File: src/rtl/bist_pkg.sv
// rtl/bist_pkg.sv - grant/host-state types and default widths for the BIST memory arbiter
package bist_pkg;

  localparam int BIST_ADDR_W = 8;
  localparam int BIST_DATA_W = 8;

  typedef enum logic [1:0] {
    GNT_NONE = 2'd0,
    GNT_BIST = 2'd1,
    GNT_HOST = 2'd2
  } gnt_e;

  typedef enum logic {
    H_IDLE = 1'b0,
    H_ACK  = 1'b1
  } host_state_e;

endpackage

File: src/rtl/sat_counter.sv
// rtl/sat_counter.sv - saturating up-counter with synchronous clear
// Clear has priority over increment; the count sticks at all-ones instead of wrapping.
module sat_counter #(
  parameter int W = 8
) (
  input  logic         clk,
  input  logic         rst_n,
  input  logic         inc_i,
  input  logic         clr_i,
  output logic [W-1:0] cnt_o
);

  logic [W-1:0] cnt_q;
  logic [W-1:0] cnt_d;

  always_comb begin
    cnt_d = cnt_q;
    if (clr_i) begin
      cnt_d = '0;
    end else if (inc_i && (cnt_q != {W{1'b1}})) begin
      cnt_d = cnt_q + W'(1);
    end
  end

  always_ff @(posedge clk or negedge rst_n) begin
    if (!rst_n) begin
      cnt_q <= '0;
    end else begin
      cnt_q <= cnt_d;
    end
  end

  assign cnt_o = cnt_q;

endmodule

File: src/rtl/bist_mem_arbiter.sv
// rtl/bist_mem_arbiter.sv - BIST engine / JTAG host arbiter for the single-port test-vector SRAM
// Optional BIST_MEM_HOST_LOCK_EN: host is locked out for as long as bist_active is high.
module bist_mem_arbiter
  import bist_pkg::*;
#(
  parameter int ADDR_W  = BIST_ADDR_W,
  parameter int DATA_W  = BIST_DATA_W,
  parameter int STALL_W = 8
) (
  input  logic               clk,
  input  logic               rst_n,
  input  logic               bist_rd,
  input  logic [ADDR_W-1:0]  bist_addr,
  output logic [DATA_W-1:0]  bist_data,
  input  logic               bist_active,
  input  logic               host_req,
  input  logic               host_we,
  input  logic [ADDR_W-1:0]  host_addr,
  input  logic [DATA_W-1:0]  host_wdata,
  output logic               host_ack,
  output logic [DATA_W-1:0]  host_rdata,
  output logic [STALL_W-1:0] host_stall_cnt,
  output logic               mem_en,
  output logic               mem_we,
  output logic [ADDR_W-1:0]  mem_addr,
  output logic [DATA_W-1:0]  mem_wdata,
  input  logic [DATA_W-1:0]  mem_rdata
);

  gnt_e              gnt;
  gnt_e              rd_sel_q;
  host_state_e       state_q;
  logic              host_ack_q;
  logic              rd_we_q;
  logic [DATA_W-1:0] hold_q;
  logic              host_lock;
  logic              stall_inc;
  logic              stall_clr;

`ifdef BIST_MEM_HOST_LOCK_EN
  assign host_lock = bist_active;
`else
  logic unused_bist_active;
  assign unused_bist_active = bist_active;
  assign host_lock          = 1'b0;
`endif

  // Grant is held off during reset so the SRAM sees no access while rst_n is low.
  always_comb begin
    gnt = GNT_NONE;
    if (rst_n) begin
      if (bist_rd) begin
        gnt = GNT_BIST;
      end else if (host_req && (state_q == H_IDLE) && !host_lock) begin
        gnt = GNT_HOST;
      end
    end
  end

  always_comb begin
    mem_en    = 1'b0;
    mem_we    = 1'b0;
    mem_addr  = '0;
    mem_wdata = '0;
    case (gnt)
      GNT_BIST: begin
        mem_en   = 1'b1;
        mem_addr = bist_addr;
      end
      GNT_HOST: begin
        mem_en    = 1'b1;
        mem_we    = host_we;
        mem_addr  = host_addr;
        mem_wdata = host_wdata;
      end
      default: ;
    endcase
  end

  always_ff @(posedge clk or negedge rst_n) begin
    if (!rst_n) begin
      state_q    <= H_IDLE;
      host_ack_q <= 1'b0;
      rd_sel_q   <= GNT_NONE;
      rd_we_q    <= 1'b0;
      hold_q     <= '0;
    end else begin
      rd_sel_q <= gnt;
      rd_we_q  <= host_we;
      if (rd_sel_q == GNT_BIST) begin
        hold_q <= mem_rdata;
      end
      case (state_q)
        H_IDLE: begin
          if (gnt == GNT_HOST) begin
            state_q    <= H_ACK;
            host_ack_q <= 1'b1;
          end
        end
        H_ACK: begin
          state_q    <= H_IDLE;
          host_ack_q <= 1'b0;
        end
        default: begin
          state_q    <= H_IDLE;
          host_ack_q <= 1'b0;
        end
      endcase
    end
  end

  // The SRAM read port is shared, so its output is steered by who owned the previous cycle.
  assign bist_data  = (rd_sel_q == GNT_BIST) ? mem_rdata : hold_q;
  assign host_rdata = ((rd_sel_q == GNT_HOST) && !rd_we_q) ? mem_rdata : '0;
  assign host_ack   = host_ack_q;

  assign stall_inc = host_req && (state_q == H_IDLE) && (gnt != GNT_HOST);
  assign stall_clr = (gnt == GNT_HOST);

  sat_counter #(
    .W(STALL_W)
  ) u_stall_cnt (
    .clk   (clk),
    .rst_n (rst_n),
    .inc_i (stall_inc),
    .clr_i (stall_clr),
    .cnt_o (host_stall_cnt)
  );

endmodule

File: config.mk
export PLATFORM = sky130hd
export DESIGN_NAME = bist_mem_arbiter
export DESIGN_NICKNAME = d
export VERILOG_FILES = /design/src/rtl/bist_pkg.sv /design/src/rtl/sat_counter.sv /design/src/rtl/bist_mem_arbiter.sv
export SDC_FILE = /design/constraint.sdc
export NUM_CORES = 1
export LEC_CHECK = 0
export CORE_MARGIN = 5
export CORE_UTILIZATION = 38
export DETAILED_ROUTE_END_ITERATION = 8
export PLACE_DENSITY_LB_ADDON = 0.15
export SETUP_SLACK_MARGIN = 0.3
export SLEW_MARGIN = 20
export SYNTH_ARGS = -nofsm -noshare
export SYNTH_HDL_FRONTEND = slang
export SYNTH_SLANG_ARGS = --single-unit
File: constraint.sdc
create_clock -name clk -period 2.95 [get_ports clk]
set_input_delay 0.295 -clock clk [delete_from_list [all_inputs] [get_ports clk]]
set_output_delay 0.295 -clock clk [all_outputs]
set_load 0.05 [all_outputs]
[Yosys cells after proc, flatten, opt, wreduce, memory -nomap -nowiden]
Cells that the tools add are included.
Word-level totals
  flip-flop bits (word level): 21
  input port bits: 38
Operators by class
  add/subtract/negate cells: 1
  equality and inequality tests: 7
  mux-type cells: 15
  bitwise logic cells: 1
  reduce and logical (&&, ||, !) cells: 7
Operators with widths (count)
  2-to-1 mux 8 bit: 5
  case mux 8 bit (2 select lines): 1
  adder 8 x 1 -> 8 bit, second input constant: 1
  != test 8 bit, second input constant: 1
  2-to-1 mux 2 bit: 3
  == test 2 x 1 -> 1 bit, second input constant: 2
  == test 2 bit, second input constant: 2
  logical AND 1 bit: 4
  2-to-1 mux 1 bit: 4
  != test 2 bit, second input constant: 2
  case mux 1 bit (2 select lines): 2
  nonzero test 2 bit: 1
  OR reduction 2 bit: 1
  logical NOT 1 bit: 1
  NOT 1 bit: 1

[Longest topological paths before layout]
  word-level depth: 10
  depth in mapped cells: 5

[Cells and area by module]
From an unflattened synthesis, not the netlist that was laid out.
Unflattened totals
  cell total of the unflattened synthesis: 131
  area, all modules: 1353.8 um^2
By module, submodules not included
  bist_mem_arbiter: instances 1, cells an instance 82, area each 889.6 um^2, sequential area each 325.3 um^2
  sat_counter: instances 1, cells an instance 49, area each 464.2 um^2, sequential area each 200.2 um^2

[Worst setup path after synthesis]
No wires, ideal clock.
  path kind: reg-to-reg
  start: register u_stall_cnt.cnt_q[0], in the netlist u_stall_cnt.cnt_o[0]
  end: register u_stall_cnt.cnt_q[0], in the netlist u_stall_cnt.cnt_o[0]
  setup time: 0.074 ns
  arrival: 1.598 ns
  required time: 2.876 ns
  slack: 1.277 ns
  stages on the path, launching flop included: 5
  buffers on the path: 0
  clock period less this slack: 1.673 ns
  path through: dfrtp_1 -> ha_1 -> and3_1 -> a2111o_1 -> o21ai_2
Between the ends
  word-level cells in the longest chain between the ends: 3
  elaborated cells on any way between the ends: 6
  those cells by class: add/sub: 1; eq/ne: 1; mux: 2; reduce/logical: 2
RTL lines
  start, declared: RTL line sat_counter.sv:13  | logic [W-1:0] cnt_q;
  start signal, assigned: RTL line sat_counter.sv:29  | cnt_q <= cnt_d;
  adder 8 x 1 -> 8 bit / != test 8 bit (equally long branches): RTL line sat_counter.sv:21, sat_counter.sv:20
  2-to-1 mux 8 bit / logical AND 1 bit (equally long branches): RTL line sat_counter.sv:20  | end else if (inc_i && (cnt_q != {W{1'b1}})) begin
  2-to-1 mux 8 bit / nonzero test 2 bit (equally long branches)
Parallel ways exist; a longest one is shown, timed or not. The select of a mux whose other input is x is not followed.
A chain may end at the register's enable or synchronous reset.

[Worst setup path after layout]
  start: register rd_sel_q[1]
  end: output bist_data[7]
Between the ends
  word-level cells in the longest chain between the ends: 2
RTL lines
  start, declared: RTL line bist_mem_arbiter.sv:31  | gnt_e rd_sel_q;
  start signal, assigned: RTL line bist_mem_arbiter.sv:88  | rd_sel_q <= gnt;
  == test 2 x 1 -> 1 bit: RTL line bist_mem_arbiter.sv:113  | assign bist_data = (rd_sel_q == GNT_BIST) ? mem_rdata : hold_q;
  2-to-1 mux 8 bit
  end, declared: RTL line bist_mem_arbiter.sv:14  | output logic [DATA_W-1:0] bist_data,
Every way passes these cells.

==> flow_metrics.env <==
export IMPL_status="finished clean"
export IMPL_first_pass_iters=4
export IMPL_cts_tree="built"
export IMPL_num_vias=1191
export IMPL_synthCells=111
export IMPL_nets=232
export IMPL_clock_path_buffers=2
export IMPL_holdCritPathClass="primary input to async pin"
export IMPL_synth_compound_gate_area_share_pct=16.6
export IMPL_multi_input_area_sq_um=631
export IMPL_numCtsBuffers=3
export IMPL_path_class="register to output pin"
export IMPL_syn_nets=150
export IMPL_cp_end_kind="output pin"
export IMPL_regArea_sq_um=526
export IMPL_synth_fa_ha_area_share_pct=1.02
export IMPL_cts_root_buf="clkbuf_4"
export IMPL_period_needed_ns=2.49
export IMPL_drtIter0Drc=29
export IMPL_ys_warn_count=0
export IMPL_synth_flop_cell="dfrtp_1"
export IMPL_grt_pass1_vias=1292
export IMPL_antenna_found_initial=0
export IMPL_finalHoldViolations=0
export IMPL_areaGrowthSynthToFinish_pct=83.3
export IMPL_relSlewSlack_pct=65.0
export IMPL_fin_worst_skew_ns=0.00438
export IMPL_drc=0
export IMPL_setup_tns_ns=0
export IMPL_rows=20
export IMPL_place_congestion=0.762
export IMPL_synth_cell_types=42
export IMPL_critPathBufInv=1
export IMPL_chipWidth_microns=66.7
export IMPL_grt_overflow_total=0
export IMPL_finalWirelength_microns=3740
export IMPL_rsz0062_at_grt="no"
export IMPL_tightest_slew_ns=0.524
export IMPL_synth_top_family_by_area="simple AND/OR/NAND/NOR gates"
export IMPL_path_clk_slew_ns=0.12
export IMPL_via_per_inst=5.05
export IMPL_layout_common_cells="clkdlybuf4s50_1, dfrtp_1, and2_1, buf_12, a22o_1"
export IMPL_ys_seq_area_share_pct=42.9
export IMPL_slowest_delay_ns=0.71
export IMPL_portBuffers=79
export IMPL_clk_latency_ns=0.30
export IMPL_diodes=0
export IMPL_maxCapViolCount=0
export IMPL_critical_path_top_delay_family="buffers and inverters"
export IMPL_drtAntennaViolNets=0
export IMPL_reg2reg_from="state_q"
export IMPL_drive_gt1_share_pct=20.8
export IMPL_avgSynthCellArea_sq_um=11.0
export IMPL_peakVddDrop_mv=0.203
export IMPL_synthesis_area_sq_um=1220
export IMPL_yosys_area_share_simple_pct=24.7
export IMPL_crit_arrival_ns=2.19
export IMPL_die_h_microns=66.7
export IMPL_cts_sinks=21
export IMPL_cp_start_kind="register"
export IMPL_grt_pass1_wl_microns=6000
export IMPL_reg2regPathDepth=4
export IMPL_synth_xor_area_share_pct=0
export IMPL_pin_count=81
export IMPL_muxShareOfSynthArea_pct=9.00
export IMPL_crit_slowest_cell="clkdlybuf4s50_1"
export IMPL_ys_async_sr_fraction_pct=100
export IMPL_cts_setup_buffers=0
export IMPL_reg2reg_slack_ns=1.42
export IMPL_crit_path_max_fanout=8
export IMPL_power_density_nw_per_um2=446
export IMPL_core_sq_um=3080
export IMPL_dp_hpwl_microns=3130
export IMPL_finalMaxSlewViolations=0
export IMPL_grt_usage_pct=17.9
export IMPL_wl_per_cell_microns=15.9
export IMPL_layout_commonest_cell="clkdlybuf4s50_1"
export IMPL_fin_util_pct=72.9
export IMPL_n_fill_cell=223
export IMPL_grt_max_degree=24
export IMPL_worstReg2RegEnd="u_stall_cnt.cnt_o[0]"
export IMPL_synth_edf_count=0
export IMPL_required_ns=2.65
export IMPL_start_util_pct=39.8
export IMPL_layout_worst_path_cycle_share_pct=84.3
export IMPL_max_freq_ghz=0.402
export IMPL_die_area_sq_um=4450
export IMPL_setup_viol=0
export IMPL_synth_seq_cells=21
export IMPL_p_leak_nw=0.944
export IMPL_cts_htree_levels=1
export IMPL_path_cells="nor2b_2 > mux2_1 > clkdlybuf4s50_1"
[registers in the layout (all words and copies together), names as in the netlist]
signal	flops
u_stall_cnt.cnt_o	8
state_q	1
hold_q	8
rd_sel_q	2
rd_we_q	1
host_ack	1
[repair_timing]
| action | 4_1_cts | 5_1_grt |
|---|---|---|
| endpoints found under the setup margin | 8 | 0 |
| endpoints found under the hold margin | 0 | 0 |
| gates resized for setup | 1 | 0 |
| hold buffers | 0 | 0 |
[metrics by stage]
stage	hold WS (ns)	total power, W	cell area, sq um	setup slack (ns)	std cells
final	0.417	0.00100	2240	0.463	236
after global routing	0.401	0.00105	2240	0.336	236
after CTS	0.403	0.00101	2240	0.444	236
after detailed placement	0.472	0.000870	2210	0.584	232
after global placement	0.467	0.000860	2210	0.638	232
after floorplan	-0.000591	0.000657	1220	1.28	111
[cell families (layout without fill, tap and decap cells)]
family / count (synthesis) / count (layout)
mux: 10 / 10
flops: 21 / 21
compound gates: 24 / 24
fa+ha+maj: 1 / 1
buf+inv: 10 / 91
simple gates: 45 / 45
[Yosys cell counts (all sizes together), types with 2 or more instances]
library cell  count  area (sq um)
and4              2          20.0
mux2              8          90.1
a211oi            4          40.0
mux2i             2          20.0
nand4             2          18.8
nand3             2          15.0
o21ai             2          13.8
inv               5          23.8
buf               4          42.5
nand2b            3          18.8
and2             19           119
nor2b             2          12.5
a22o              8          70.1
and3              2          13.8
dfrtp            21           526
a21oi             3          15.0
nor3              3          25.0
nand2             6          22.5
[metal layers]
metal / GRT usage, % / vias up / part of all wire, % / wire [microns]
met4: 4.57 / 0 / 0.67 / 25
li1: - / 573 / - / -
met2: 29.0 / 70 / 47 / 1770
met3: 8.60 / 4 / 13 / 477
met1: 21.1 / 544 / 39 / 1470
met5: 0 / - / 0 / 0
[report_power, final]
group | switching [W] | total [W] | internal [W] | leakage (nW)
clock network | 0.0000886 | 0.000139 | 0.0000505 | 0.0177
registers | 0.0000455 | 0.000376 | 0.000330 | 0.264
logic | 0.000287 | 0.000487 | 0.000199 | 0.662
[worst max-delay path by stage]
stage                     slack, ns  depth (start not counted)                    to                  from
final                          0.46                          3          bist_data[7]           rd_sel_q[1]
after global routing           0.34                          3          bist_data[7]           rd_sel_q[0]
after CTS                      0.44                          3          bist_data[7]           rd_sel_q[1]
after detailed placement       0.58                          3          bist_data[7]           rd_sel_q[1]
after global placement         0.64                          3          bist_data[4]           rd_sel_q[1]
after floorplan                1.28                          4  u_stall_cnt.cnt_o[0]  u_stall_cnt.cnt_o[0]
[layout make-up]
cell class | instances | share of cell area (%)
Inverter | 5 | 1.06
Sequential cell | 21 | 23.4
Tap cell | 44 | 2.45
Timing Repair Buffer | 82 | 43.7
Clock buffer | 3 | 1.00
Multi-Input combinational cell | 80 | 28.1
Clock inverter | 1 | 0.223
Note: power is estimated with default switching activity, not from simulation.
